`src/rtl/mult_acc_serializer_pkg.sv`:
```
// Shared types and the saturating add used by the product accumulator.
// Widths up to ACC_MAX_W are supported by the helper.
package mult_pkg;

   typedef enum logic {ACCUM, SEND} state_e;

   localparam int PROD_W    = 8;
   localparam int ACC_MAX_W = 64;

   typedef struct packed {
      logic                 ovf;
      logic [ACC_MAX_W-1:0] sum;
   } sat_t;

   // Adds an unsigned product to an acc_w-bit accumulator, clamping at 2^acc_w-1.
   function automatic sat_t sat_add(input logic [ACC_MAX_W-1:0] acc,
                                    input logic [PROD_W-1:0]    prod,
                                    input int                   acc_w);
      logic [ACC_MAX_W:0] sum;
      logic [ACC_MAX_W:0] lim;
      sat_t               r;
      sum   = {1'b0, acc} + {{(ACC_MAX_W+1-PROD_W){1'b0}}, prod};
      lim   = ({{ACC_MAX_W{1'b0}}, 1'b1} << acc_w) - {{ACC_MAX_W{1'b0}}, 1'b1};
      r.ovf = (sum > lim);
      r.sum = r.ovf ? lim[ACC_MAX_W-1:0] : sum[ACC_MAX_W-1:0];
      return r;
   endfunction

endpackage

```
`src/rtl/mult_acc_serializer_byte_serializer.sv`:
```
// Loads a wide word and emits it LSB-byte-first over a valid/ready/last byte stream.
// done pulses on the handshake of the final byte.
module byte_serializer
   import mult_pkg::*;
#(
   parameter int ACC_W = 16
) (
   input  logic              clk,
   input  logic              rst_n,
   input  logic              clear,
   input  logic              load,
   input  logic [ACC_W-1:0]  load_data,
   output logic              out_valid,
   output logic [PROD_W-1:0] out_data,
   output logic              out_last,
   input  logic              out_ready,
   output logic              done
);

   localparam int NBYTES = ACC_W / PROD_W;
   localparam int IDX_W  = $clog2(NBYTES);
   localparam logic [IDX_W-1:0] IDX_LAST = IDX_W'(NBYTES - 1);

   logic [ACC_W-1:0] sreg_q, sreg_d;
   logic [IDX_W-1:0] byte_idx_q, byte_idx_d;
   logic             valid_q, valid_d;

   assign out_valid = valid_q;
   assign out_data  = sreg_q[PROD_W-1:0];
   assign out_last  = valid_q && (byte_idx_q == IDX_LAST);
   assign done      = out_last && out_ready && !clear;

   always_comb begin
      sreg_d     = sreg_q;
      byte_idx_d = byte_idx_q;
      valid_d    = valid_q;
      if (clear) begin
         byte_idx_d = '0;
         valid_d    = 1'b0;
      end else if (load) begin
         sreg_d     = load_data;
         byte_idx_d = '0;
         valid_d    = 1'b1;
      end else if (valid_q && out_ready) begin
         sreg_d     = sreg_q >> PROD_W;
         byte_idx_d = byte_idx_q + IDX_W'(1);
         if (out_last) begin
            byte_idx_d = '0;
            valid_d    = 1'b0;
         end
      end
   end

   always_ff @(posedge clk or negedge rst_n) begin
      if (!rst_n) begin
         sreg_q     <= '0;
         byte_idx_q <= '0;
         valid_q    <= 1'b0;
      end else begin
         sreg_q     <= sreg_d;
         byte_idx_q <= byte_idx_d;
         valid_q    <= valid_d;
      end
   end

endmodule

```
`src/rtl/mult_acc_serializer.sv`:
```
// Sums COUNT multiplier products with saturation and streams each sum out
// LSB byte first; products are back-pressured while a result is being sent.
module mult_acc_serializer
   import mult_pkg::*;
#(
   parameter int ACC_W = 16,
   parameter int COUNT = 4
) (
   input  logic              clk,
   input  logic              rst_n,
   input  logic              clear,
   input  logic              prod_valid,
   input  logic [PROD_W-1:0] prod_in,
   output logic              prod_ready,
   output logic              out_valid,
   output logic [PROD_W-1:0] out_data,
   output logic              out_last,
   input  logic              out_ready,
   output logic              ovf
);

   localparam int CNT_W = (COUNT > 1) ? $clog2(COUNT) : 1;
   localparam logic [CNT_W-1:0] CNT_LAST = CNT_W'(COUNT - 1);

   state_e           state_q, state_d;
   logic [ACC_W-1:0] acc_q, acc_d;
   logic [CNT_W-1:0] cnt_q, cnt_d;
   logic             ovf_q, ovf_d;
   logic             run_q;
   logic             accept;
   logic             load;
   logic             ser_done;
   logic [ACC_W-1:0] sum_sat;
   sat_t             sat_r;

   // run_q keeps prod_ready low until the first edge after reset release.
   assign prod_ready = run_q && (state_q == ACCUM) && !clear;
   assign accept     = prod_valid && prod_ready;
   assign ovf        = ovf_q;

   always_comb begin
      sat_r   = sat_add(ACC_MAX_W'(acc_q), prod_in, ACC_W);
      sum_sat = ACC_W'(sat_r.sum);
      state_d = state_q;
      acc_d   = acc_q;
      cnt_d   = cnt_q;
      ovf_d   = ovf_q;
      load    = 1'b0;
      if (clear) begin
         state_d = ACCUM;
         acc_d   = '0;
         cnt_d   = '0;
         ovf_d   = 1'b0;
      end else begin
         case (state_q)
            ACCUM: begin
               if (accept) begin
                  acc_d = sum_sat;
                  ovf_d = ovf_q | sat_r.ovf;
                  if (cnt_q == CNT_LAST) begin
                     cnt_d   = '0;
                     load    = 1'b1;
                     state_d = SEND;
                  end else begin
                     cnt_d = cnt_q + CNT_W'(1);
                  end
               end
            end
            SEND: begin
               if (ser_done) begin
                  acc_d   = '0;
                  ovf_d   = 1'b0;
                  state_d = ACCUM;
               end
            end
         endcase
      end
   end

   always_ff @(posedge clk or negedge rst_n) begin
      if (!rst_n) begin
         state_q <= ACCUM;
         acc_q   <= '0;
         cnt_q   <= '0;
         ovf_q   <= 1'b0;
         run_q   <= 1'b0;
      end else begin
         state_q <= state_d;
         acc_q   <= acc_d;
         cnt_q   <= cnt_d;
         ovf_q   <= ovf_d;
         run_q   <= 1'b1;
      end
   end

   byte_serializer #(.ACC_W(ACC_W)) u_ser (
      .clk       (clk),
      .rst_n     (rst_n),
      .clear     (clear),
      .load      (load),
      .load_data (sum_sat),
      .out_valid (out_valid),
      .out_data  (out_data),
      .out_last  (out_last),
      .out_ready (out_ready),
      .done      (ser_done)
   );

endmodule

```
`config.mk`:
```
export PLATFORM = sky130hd
export DESIGN_NAME = mult_acc_serializer
export DESIGN_NICKNAME = d
export VERILOG_FILES = /design/src/rtl/mult_acc_serializer_pkg.sv /design/src/rtl/mult_acc_serializer_byte_serializer.sv /design/src/rtl/mult_acc_serializer.sv
export SDC_FILE = /design/constraint.sdc
export NUM_CORES = 1
export LEC_CHECK = 0
export ABC_AREA = 1
export CORE_MARGIN = 2
export CORE_UTILIZATION = 25
export CTS_CLUSTER_DIAMETER = 150
export DETAILED_ROUTE_END_ITERATION = 6
export PLACE_DENSITY_LB_ADDON = 0.3
export SLEW_MARGIN = 10
export SYNTH_ARGS = -nofsm -noshare
export SYNTH_HDL_FRONTEND = slang
export SYNTH_SLANG_ARGS = --single-unit
```
`constraint.sdc`:
```
create_clock -name clk -period 2.6 [get_ports clk]
set_input_delay 0.26 -clock clk [delete_from_list [all_inputs] [get_ports clk]]
set_output_delay 0.26 -clock clk [all_outputs]
set_load 0.02 [all_outputs]
```
After elaboration in Yosys (flattened, before gate mapping)
Index checks and enable logic that the tools add are counted.

Logic and storage cells: 65. Bits of input ports: 13. Output and inout bits: 12. Flip-flop bits (word level): 39.

Reduce and logical (&&, ||, !) cells: 16. Order comparisons: 1. Equality and inequality tests: 4. Add/sub/neg operators: 3. Bitwise gates (word level): 3. Multiplexer cells: 30.

Operator list (count): 16-bit 2-to-1 mux (6); 16-bit one-hot mux with 2 select lines (1); 16-bit by 8-bit adder with 17-bit output (1); 17-bit by 16-bit greater-than comparator with 1-bit output (second input constant) (1); 1-bit 2-to-1 mux (17); 2-bit 2-to-1 mux (4); 2-bit AND reduction (4); 1-bit logical AND (7); 3-bit nonzero test (2); 1-bit one-hot mux with 2 select lines (2); 2-bit nonzero test (2); 3-bit by 2-bit inequality test with 1-bit output (second input constant) (1); 3-bit inequality test (second input constant) (1); 2-bit by 1-bit adder with 2-bit output (second input constant) (1); 2-bit == test (second input constant) (1); 2-bit inequality test (second input constant) (1); 1-bit inverter (2); 1-bit adder (second input constant) (1); 1-bit zero test (1); 1-bit bitwise OR (1).

Depth between registers and ports, before layout
Gate-level depths: netlist of the first run.

Word-level depth: 9. Mapped depth: 13. Depth with buffers taken out: 13.

By module
Synthesis of the first run repeated with hierarchy kept, for this count alone.

Cells, all modules: 373. Area total of the unflattened synthesis: 2681.3 µm².

By module, submodules not included: mult_acc_serializer (times used 1, area each 1742.9 µm², sequential area each 525.5 µm², cells each 253); byte_serializer (times used 1, area each 938.4 µm², sequential area each 450.4 µm², cells each 120).

Worst setup path after synthesis of the first run
Ideal clock, no wire load.

Path type: flip-flop to flip-flop. From: register acc_q[0]. To: register acc_q[10]. Stages on the path, launching flop included: 14. Data required time: 2.535 ns. Setup slack: 0.796 ns. Library setup time: 0.065 ns. Arrival: 1.739 ns. Path through: dfrtp_1 ha_1 inv_1 fa_1 inv_1 nand3_1 nand3_1 nand2_1 nand2_2 nand2_2 buf_6 nand3_1 nand2_1 nand2_1.

Word-level cells in the longest chain between the ends: 6.

Ends and longest elaborated chain: start: declaration (RTL line mult_acc_serializer.sv:26) `logic [ACC_W-1:0] acc_q, acc_d;`; start signal: assignment (RTL line mult_acc_serializer.sv:83) `acc_q <= '0;`; start signal: assignment (RTL line mult_acc_serializer.sv:89) `acc_q <= acc_d;`; 16-bit by 8-bit adder with 17-bit output (*) (RTL line mult_acc_serializer_pkg.sv:22) `sum = {1'b0, acc} + {{(ACC_MAX_W+1-PROD_W){1'b0}}, prod};`; 17-bit by 16-bit greater-than comparator with 1-bit output (RTL line mult_acc_serializer_pkg.sv:24) `r.ovf = (sum > lim);`; 16-bit 2-to-1 mux (*) (RTL line mult_acc_serializer_pkg.sv:25) `r.sum = r.ovf ? lim[ACC_MAX_W-1:0] : sum[ACC_MAX_W-1:0];`; 16-bit 2-to-1 mux (*) (RTL line mult_acc_serializer.sv:57) `if (accept) begin`; 16-bit one-hot mux with 2 select lines (*) (RTL line mult_acc_serializer.sv:55) `case (state_q)`; 16-bit 2-to-1 mux (*) (RTL line mult_acc_serializer.sv:49) `if (clear) begin`.

Mark *: on every way between the ends. The rest lies on a longest branch, timed or not. The select of a mux whose other input is x is not followed. A chain may end at the register's enable or synchronous reset.

Final worst setup path of the first run
From: input prod_in[0]. To: register u_ser.sreg_q[4].

Word-level cells in the longest chain between the ends: 4.

Ends and longest elaborated chain: start: declaration (RTL line mult_acc_serializer.sv:13) `input logic [PROD_W-1:0] prod_in,`; 16-bit by 8-bit adder with 17-bit output (*) (RTL line mult_acc_serializer_pkg.sv:22); 17-bit by 16-bit greater-than comparator with 1-bit output (RTL line mult_acc_serializer_pkg.sv:24); 16-bit 2-to-1 mux (*) (RTL line mult_acc_serializer_pkg.sv:25); 16-bit 2-to-1 mux (*) (RTL line mult_acc_serializer_byte_serializer.sv:40) `end else if (load) begin`; end signal: assignment (RTL line mult_acc_serializer_byte_serializer.sv:60) `sreg_q <= sreg_d;`; end: declaration (RTL line mult_acc_serializer_byte_serializer.sv:24) `logic [ACC_W-1:0] sreg_q, sreg_d;`.

Mark *: on every way between the ends. The rest lies on a longest branch, timed or not.

==> flow_summary.yaml, run 1 <==
routing:
  wl_per_cell_microns: 11.7
  drc_errors: 0
  routed_wl_mm: 5.82
  firstDrtPassIters: 4
  viasPerCell: 4.23
  drt-initial-drc-count: 55
  ant_nets: 0
  vias: 2099
cells_and_area:
  area_delta_synth_final_pct: 17.1
  final_cell_mix: "154 x nand2_1, 39 x dfrtp_1, 35 x nand3_1, 33 x inv_1, 23 x clkdlybuf4s50_1"
  final_common_cell: "nand2_1"
  drive_above_1_share: 0.0689
  final_area_sq_mm: 0.00288
  nNetsFinal: 385
  multi_input_area_sq_mm: 0.00123
  n_antenna_cell: 0
  register_area_sq_um: 976
  fillers: 1091
  final_cells: 496
clock_tree:
  cts-root-buf: "clkbuf_8"
  clock-sinks: 39
  cts_tree: "done"
  post_cts_resized: 0
  cts_hold_buf: 0
  htree_levels: 2
  path_clk_slew_ps: 80
  clock_path_buffers: 2
  numCtsBuffers: 5
  clock_latency_ps: 290
  cts_setup_buffers: 0
setup_path:
  cp_slowest_cell: "clkdlybuf4s50_1"
  crit_type: "in -> reg"
  startpoint_type: "input port"
  critPathBufInv: 3
  crit_chain: "clkdlybuf4s50_1 -> ha_1 -> inv_1 -> fa_1 -> inv_1 -> nand3_1 -> nand3_1 -> nand2_1 -> nand2_2 -> nand2_2 -> nand2_1 -> nor2_1 -> o21ai_1"
  path_delay_family: "simple AND/OR/NAND/NOR gates"
  r2r-start: "acc_q[0]"
  slowest_delay_ps: 460
  worstPathArrival_ps: 2420
  worstPathMaxFanout: 18
  crit_start: "prod_in[0]"
  cp.required_ps: 2820
  endpoint_kind: "flop"
synth:
  synthArstFlopShare: 1.00
  synth_area_per_cell_sq_um: 7.16
  synth_flop_cell: "dfrtp_1"
  synth-seq-cells: 39
  synth_edf_count: 0
  yosysUniqueCellTypes: 32
  yosysWarnings: 0
  synth.area.top_cells: "dfrtp_1 40%, nand2_1 24%, nand3_1 7.1%"
  synth_top_area_cell: "dfrtp_1"
  syn-num-nets: 366
  synth_top_area_frac: 0.398
  synth_cells: 343
  syn_area_sq_mm: 0.00245
  synth-seq-area-share: 0.398
power_and_ir_drop:
  total_power_w: 0.00139
  p_seq_frac: 0.458
  p_leak_nw: 1.55
  pwr-share-clk: 0.390
  p_int_w: 0.00102
  comb_power_share: 0.152
  switching_share: 0.267
  ir_worst_vdd_v: 0.000270
  p_per_area_mw_per_mm2: 482
  netSwitchingPower_w: 0.000371
run_status:
  status: "completed"
timing:
  finalCriticalPeriod_ps: 2200
  setup_viol: 0
  maxSlewViolCount: 0
  fin_crit_sh: 0.846
  fmax_mhz: 455
  worst_pin_slew_ps: 926
  finClkSkew_ps: 5.21
  tns_ps: 0
  hold_viol: 0
  rsz0062_at_grt: "false"
  maxSlewHeadroom: 0.383
placed_design:
  dp.cells: 488
  hpwl_mm: 4.31
  routabilityCongestion: 0.859
  port_buffers: 24
  dpl_cell_area_sq_mm: 0.00276
global_route:
  grt-ovfl-total: 0
  grt_pass1_vias: 2138
  grt_max_degree: 40
  antenna_found_initial: 0
  grt_usage: 0.122
  grt_pass1_wl_mm: 10.1
die:
  die_h_microns: 103
  die_w_microns: 103
  core_area_sq_mm: 0.00964
  ios: 25
  start_util: 0.255
  die-area_sq_mm: 0.0106
  std_cell_rows: 36
flow_run:
  max_cap_violations: 0
hold_path:
  hp-class: "in -> async"
## kinds of logic after synthesis
logic type	after synthesis	synth area share
simple gates	220	0.382
buf+inv	50	0.103
xor+xnor	4	0.0143
fa+ha+maj	10	0.0540
other cells	1	0.00153
flops	39	0.398
compound gates	19	0.0479
## per-layer routing
layer | part of all wire | wire length [microns] | track usage | up-vias
li1 | - | - | - | 1096
met1 | 0.51 | 2990 | 0.167 | 972
met2 | 0.46 | 2680 | 0.201 | 24
met3 | 0.021 | 121 | 0.0231 | 7
met4 | 0.0062 | 36 | 0.0233 | 0
met5 | 0 | 0 | 0 | -
## cell usage after synthesis, types with 2 or more instances
| cell type | instances |
|---|---|
| nand2_2 | 3 |
| ha_1 | 9 |
| nand2_1 | 154 |
| nand3b_1 | 3 |
| inv_2 | 2 |
| nand2_4 | 2 |
| o21ai_1 | 2 |
| buf_4 | 9 |
| o21a_1 | 3 |
| buf_6 | 3 |
| nor2_1 | 16 |
| nand3_1 | 35 |
| a21oi_1 | 4 |
| inv_1 | 33 |
| dfrtp_1 | 39 |
| nor3_1 | 3 |
| xnor2_1 | 3 |
| o21ai_0 | 6 |
## power groups by stage
stage	logic [W]	clock network [W]	registers [W]
2_1_floorplan	0.000140	0	0.000644
3_3_place_gp	0.000213	0	0.000647
3_5_place_dp	0.000213	0	0.000648
4_1_cts	0.000214	0.000561	0.000636
5_1_grt	0.000241	0.000581	0.000638
6_report	0.000211	0.000541	0.000635
## cell type report
cell class                 count  area share
timing repair buffer          25      0.0844
sequential                    39       0.339
clock buffer                   6      0.0287
tap                          133      0.0579
inverter                      37      0.0509
clock inverter                 2      0.0122
multi-input combinational    254       0.426
## per-stage QoR
stage | setup slack [ps] | util | hold slack [ps]
3_3_place_gp | 116 | 0.286 | 447
2_1_floorplan | 796 | - | -35.6
5_1_grt | 187 | 0.298 | 179
6_report | 401 | 0.298 | 98.4
3_5_place_dp | 72.8 | 0.286 | 460
4_1_cts | 385 | 0.298 | 131
## registers in the layout, indices dropped and copies added (netlist names)
| register | flops |
|---|---|
| cnt_q | 2 |
| state_q | 1 |
| u_ser.sreg_q | 16 |
| u_ser.out_valid | 1 |
| acc_q | 16 |
| ovf | 1 |
| run_q | 1 |
| u_ser.byte_idx_q | 1 |
## path summary, 6_finish.rpt
check / endpoint / slack [ps] / depth (start not counted)
setup / recovery: u_ser.sreg_q[4] / 400 / 13
hold / removal: acc_q[3] / 100 / 1
setup reg to reg: u_ser.sreg_q[4] / 460 / 12
hold reg to reg: u_ser.sreg_q[11] / 490 / 2
max in group asynchronous: acc_q[15] / 1920 / 1
min in group clk: u_ser.sreg_q[11] / 490 / 2
No activity file was read; power rests on OpenSTA's default activity.
==> run 2, diff against run 1 <==
==> constraint.sdc (replaced) <==
create_clock -name clk -period 1.9 [get_ports clk]
set_input_delay 0.19 -clock clk [delete_from_list [all_inputs] [get_ports clk]]
set_output_delay 0.19 -clock clk [all_outputs]
set_load 0.02 [all_outputs]
==> run 2 against run 1 <==
The run now ends with setup timing left. Core utilization grew 3.7 points. Global-route usage grew 0.42 points. Via count grew 5.7%. Flip-flop and latch count is the same. Hold slack gained 390 ps. Non-clock buffer count grew 24. Setup slack lost 410 ps. Clock power grew 56%.
==> flow_summary.yaml, run 2 (synthesized netlist as in run 1, its figures left out) <==
run_status:
  violations: "setup timing"
  status: "finished, violations left"
timing:
  fmax_mhz: 525
  hold_viol: 0
  layout_setup_ws_ps: -4.63
  finalCriticalPeriod_ps: 1900
  maxSlewHeadroom: 0.648
  worst_pin_slew_ps: 528
  rsz0062_at_grt: "true"
  finClkSkew_ps: 10.4
  fin_crit_sh: 1.00
  setup_viol: 2
  maxSlewViolCount: 0
setup_path:
  path_delay_family: "simple AND/OR/NAND/NOR gates"
  crit_chain: "ha_2 -> inv_2 -> fa_2 -> inv_2 -> nand3_2 -> nand3_2 -> nand2_2 -> nand2_4 -> buf_6 -> nand2_2 -> nand2_2 -> nand3_2 -> nand2_1 -> nand2_1"
  slowest_delay_ps: 390
  critPathBufInv: 3
  worstPathMaxFanout: 3
  cp_slowest_cell: "fa_2"
  cp.required_ps: 2090
  startpoint_type: "flop"
  worstPathArrival_ps: 2100
  crit_type: "reg -> reg"
  endpoint_kind: "flop"
cells_and_area:
  n_antenna_cell: 0
  final_cells: 520
  drive_above_1_share: 0.204
  area_delta_synth_final_pct: 31.6
  top_regs: "acc_q (16), u_ser.sreg_q (16), cnt_q (2)"
  fillers: 1075
  multi_input_area_sq_mm: 0.00138
  final_common_cell: "nand2_1"
  register_area_sq_um: 976
  final_area_sq_mm: 0.00323
  final_cell_mix: "143 x nand2_1, 39 x dfrtp_1, 31 x inv_1, 25 x nand3_1"
  final_util: 0.335
  nNetsFinal: 409
clock_tree:
  numCtsBuffers: 5
  htree_levels: 2
  path_clk_slew_ps: 90
  clock-sinks: 39
  cts-root-buf: "clkbuf_8"
  clock_latency_ps: 300
  cts_setup_buffers: 0
  clock_path_buffers: 2
  cts_tree: "done"
placed_design:
  pre_cts_ws_ps: -484
  dp.cells: 511
  routabilityCongestion: 0.857
  hpwl_mm: 4.52
  dpl_cell_area_sq_mm: 0.00293
  port_buffers: 24
power_and_ir_drop:
  pwr-share-clk: 0.401
  p_leak_nw: 1.75
  p_per_area_mw_per_mm2: 653
  p_seq_frac: 0.412
  comb_power_share: 0.187
  ir_worst_vdd_v: 0.000275
  p_int_w: 0.00156
  total_power_w: 0.00211
  switching_share: 0.261
  netSwitchingPower_w: 0.000552
global_route:
  grt.busiest_layer: "met2"
  grt_max_degree: 40
  antenna_found_initial: 0
  met2_usage: 0.210
  gr-usage-met3: 0.0231
  grt_pass1_wl_mm: 10.5
  grt.met1_usage: 0.166
  grt_pass1_vias: 2310
  grt_usage: 0.126
  grt-ovfl-total: 0
die:
  std_cell_rows: 36
  die-area_sq_mm: 0.0106
  die_h_microns: 103
  ios: 25
  start_util: 0.255
  die_w_microns: 103
  core_area_sq_mm: 0.00964
routing:
  vias: 2219
  wl_per_cell_microns: 11.9
  routed_wl_mm: 6.18
  ant_nets: 0
  viasPerCell: 4.27
  firstDrtPassIters: 4
  drc_errors: 0
  drt-initial-drc-count: 82
hold_path:
  hp-class: "in -> async"
flow_run:
  max_cap_violations: 0
[run 2: changes by cell type in the layout (fill, tap and decap cells not counted), sizes merged]
cell / change
buf: +23
dlygate4sd3: +1
clkinv: -1
bufinv: +1
[run 2: worst reg2reg max path: cells and delay by family, from the launching register on]
family	cells	cell delay, ps
fa+ha+maj	2	580
buf+inv	3	220
flops	1	360
simple gates	9	630
[run 2: worst paths after layout]
kind	slack, ps	end	from	depth (start not counted)
min in group clk	490	u_ser.sreg_q[11]	u_ser.sreg_q[11]	2
worst max-delay path	-5	acc_q[12]	acc_q[0]	14
worst min register to register	490	u_ser.sreg_q[11]	u_ser.sreg_q[11]	2
max in group asynchronous	1040	u_ser.sreg_q[6]	rst_n	3
worst max register to register	-5	acc_q[12]	acc_q[0]	14
worst min-delay path	490	acc_q[3]	rst_n	3
[run 2: power groups by stage]
stage | logic (W) | registers, W | clock network [W]
2_1_floorplan | 0.000192 | 0.000882 | 0
3_3_place_gp | 0.000346 | 0.000885 | 0
3_5_place_dp | 0.000348 | 0.000886 | 0
4_1_cts | 0.000360 | 0.000869 | 0.000866
5_1_grt | 0.000442 | 0.000874 | 0.000899
6_report | 0.000394 | 0.000870 | 0.000846
[run 2: repair_timing]
item | 4_1_cts | 5_1_grt
hold buffers | 1 | 0
cloned | 0 | 0
setup endpoints to repair | 33 | 33
endpoints found under the hold margin | 39 | 0
pin swaps | 1 | 7
resized for setup | 8 | 34
[run 2: layout make-up]
type,count,area share
Clock inverter,2,0.0186
Sequential cell,39,0.302
Tap cell,133,0.0515
Timing Repair Buffer,49,0.133
Clock buffer,6,0.0225
Inverter,37,0.0453
Multi-Input combinational cell,254,0.427
[run 2: routing by layer]
| metal | wire [microns] | share of wire |
|---|---|---|
| met5 | 0 | 0 |
| met4 | 63 | 0.010 |
| met3 | 132 | 0.021 |
| met2 | 2990 | 0.48 |
| met1 | 2990 | 0.48 |
[run 2: metrics by stage]
step                setup TNS, ps  hold WS (ps)
floorplan                       0          -106
global placement           -11560           288
detailed placement         -12760           295
CTS                             0           489
global route                -1630           503
finish                      -5.25           486
==> run 3, diff against run 2 <==
--- a/config.mk
+++ b/config.mk
@@ -7,7 +7,7 @@
 export LEC_CHECK = 0
 export ABC_AREA = 1
 export CORE_MARGIN = 2
-export CORE_UTILIZATION = 25
+export CORE_UTILIZATION = 31
 export CTS_CLUSTER_DIAMETER = 150
 export DETAILED_ROUTE_END_ITERATION = 6
 export PLACE_DENSITY_LB_ADDON = 0.3
==> constraint.sdc (replaced) <==
create_clock -name clk -period 2.01 [get_ports clk]
set_input_delay 0.201 -clock clk [delete_from_list [all_inputs] [get_ports clk]]
set_output_delay 0.201 -clock clk [all_outputs]
set_load 0.02 [all_outputs]
==> run 3 against run 2 <==
The flow now finishes without violations. Clock skew increased by 5.4 ps. Flip-flop and latch count did not move. Setup slack gained 110 ps. Count of clock-buffer cells in the layout fell by 1. Wire length down 3.8%. Sequential share of layout area grew 1.4 points. Sequential power decreased by 5.3%. Fmax down 0.20%. Critical path type unchanged.
==> flow_summary.yaml, run 3 (synthesized netlist as in run 1, its figures left out) <==
cells_and_area:
  fillers: 826
  n_antenna_cell: 0
  final_cell_mix: "151 x nand2_1, 39 x dfrtp_1, 31 x inv_1, 31 x nand3_1, 24 x buf_4"
  register_area_sq_um: 976
  final_common_cell: "nand2_1"
  top_regs: "acc_q (16), u_ser.sreg_q (16), cnt_q (2)"
  drive_above_1_share: 0.160
  area_delta_synth_final_pct: 25.9
  final_util: 0.402
  nNetsFinal: 410
  multi_input_area_sq_mm: 0.00129
power_and_ir_drop:
  p_leak_nw: 1.70
  p_per_area_mw_per_mm2: 597
  ir_worst_vdd_v: 0.000272
  total_power_w: 0.00185
clock_tree:
  clock_latency_ps: 300
  numCtsBuffers: 5
  clock-sinks: 39
  clock_path_buffers: 2
  cts-root-buf: "clkbuf_8"
  htree_levels: 2
  path_clk_slew_ps: 90
  cts_tree: "done"
timing:
  worst_pin_slew_ps: 625
  hold_viol: 0
  layout_setup_ws_ps: 101
  setup_viol: 0
  fin_crit_sh: 0.950
  rsz0062_at_grt: "true"
  finalCriticalPeriod_ps: 1910
  fmax_mhz: 524
  holdWs_ps: 441
  maxSlewViolCount: 0
  maxSlewHeadroom: 0.584
  finClkSkew_ps: 15.9
routing:
  routed_wl_mm: 5.94
  firstDrtPassIters: 5
  viasPerCell: 4.52
  ant_nets: 0
  drt-initial-drc-count: 112
  drc_errors: 0
  vias: 2214
  wl_per_cell_microns: 12.1
die:
  ios: 25
  die_h_microns: 93.0
  die_w_microns: 93.0
  start_util: 0.319
  std_cell_rows: 32
  core_area_sq_mm: 0.00769
  die-area_sq_mm: 0.00865
placed_design:
  hpwl_mm: 4.42
  pre_cts_ws_ps: -332
  routabilityCongestion: 0.877
  port_buffers: 24
flow_run:
  max_cap_violations: 0
setup_path:
  startpoint_type: "flop"
  worstPathMaxFanout: 3
  cp.required_ps: 2210
  crit_type: "reg -> reg"
  endpoint_kind: "flop"
  worstPathArrival_ps: 2110
global_route:
  grt_usage: 0.144
  grt_pass1_vias: 2144
  antenna_found_initial: 0
  grt-ovfl-total: 0
  grt_pass1_wl_mm: 9.87
  grt_max_degree: 28
run_status:
  status: "completed"
hold_path:
  hp-class: "in -> async"
==> run 3: cell count changes in the layout (fill, tap and decap cells not counted), sizes merged <==
cell    before  now
clkbuf       6    5
buf         25   26
bufinv       2    1
clkinv       1    3
==> run 3: worst paths after layout <==
| path | start | slack [ps] | endpoint | cells past startpoint |
|---|---|---|---|---|
| max in group asynchronous | rst_n | 990 | acc_q[6] | 3 |
| hold / removal | rst_n | 440 | u_ser.sreg_q[5] | 2 |
| setup reg to reg | acc_q[0] | 100 | u_ser.sreg_q[12] | 14 |
| hold reg to reg | u_ser.sreg_q[12] | 480 | u_ser.sreg_q[12] | 2 |
| min in group clk | u_ser.sreg_q[12] | 480 | u_ser.sreg_q[12] | 2 |
| setup / recovery | acc_q[0] | 100 | u_ser.sreg_q[12] | 14 |
==> run 3: cell type report <==
class                   instances  area share
repair buffers                 50       0.141
inverters                      37      0.0473
clock inverters                 3      0.0142
flip-flops and latches         39       0.316
well taps                     102      0.0413
clock buffers                   5      0.0223
multi-input cells             254       0.418
==> run 3: per-stage QoR <==
step / instance area (sq um) / cells / setup TNS [ps]
after floorplan: 2450 / 343 / 0
after global placement: 2880 / 479 / -7000
after detailed placement: 2880 / 479 / -8930
after CTS: 3010 / 488 / 0
after global routing: 3090 / 490 / -76.4
final: 3090 / 490 / 0
==> run 3: repair_timing <==
item | CTS | global route
endpoints found under the hold margin | 25 | 0
buffers inserted | 0 | 2
pin swaps | 0 | 5
resized for setup | 1 | 17
hold buffers | 1 | 0
setup endpoints to repair | 8 | 33
==> run 3: layer usage <==
metal,track usage,wire [microns],vias to the layer above
li1,-,-,1147
met1,0.188,2900,1023
met2,0.245,2760,35
met3,0.0282,174,9
met4,0.0380,102,0
met5,0,0,-
==> run 3: critical path, cell delays in order (launching register included) <==
cell and delay (ps):
dfrtp_1 370, ha_2 190, inv_2 40, fa_2 400
inv_2 80, nand3_2 60, nand3_2 80, nand2_2 80
nand2_4 100, buf_6 110, nand2_2 50, nand2_2 70
nand3_2 80, nand2_1 70, nand2_1 50
==> run 3: where the power goes <==
group          switching, W  total (W)  internal, W
sequential        0.0000164   0.000824     0.000807
clock              0.000302   0.000672     0.000370
combinational      0.000187   0.000350     0.000163
total              0.000505    0.00185      0.00134
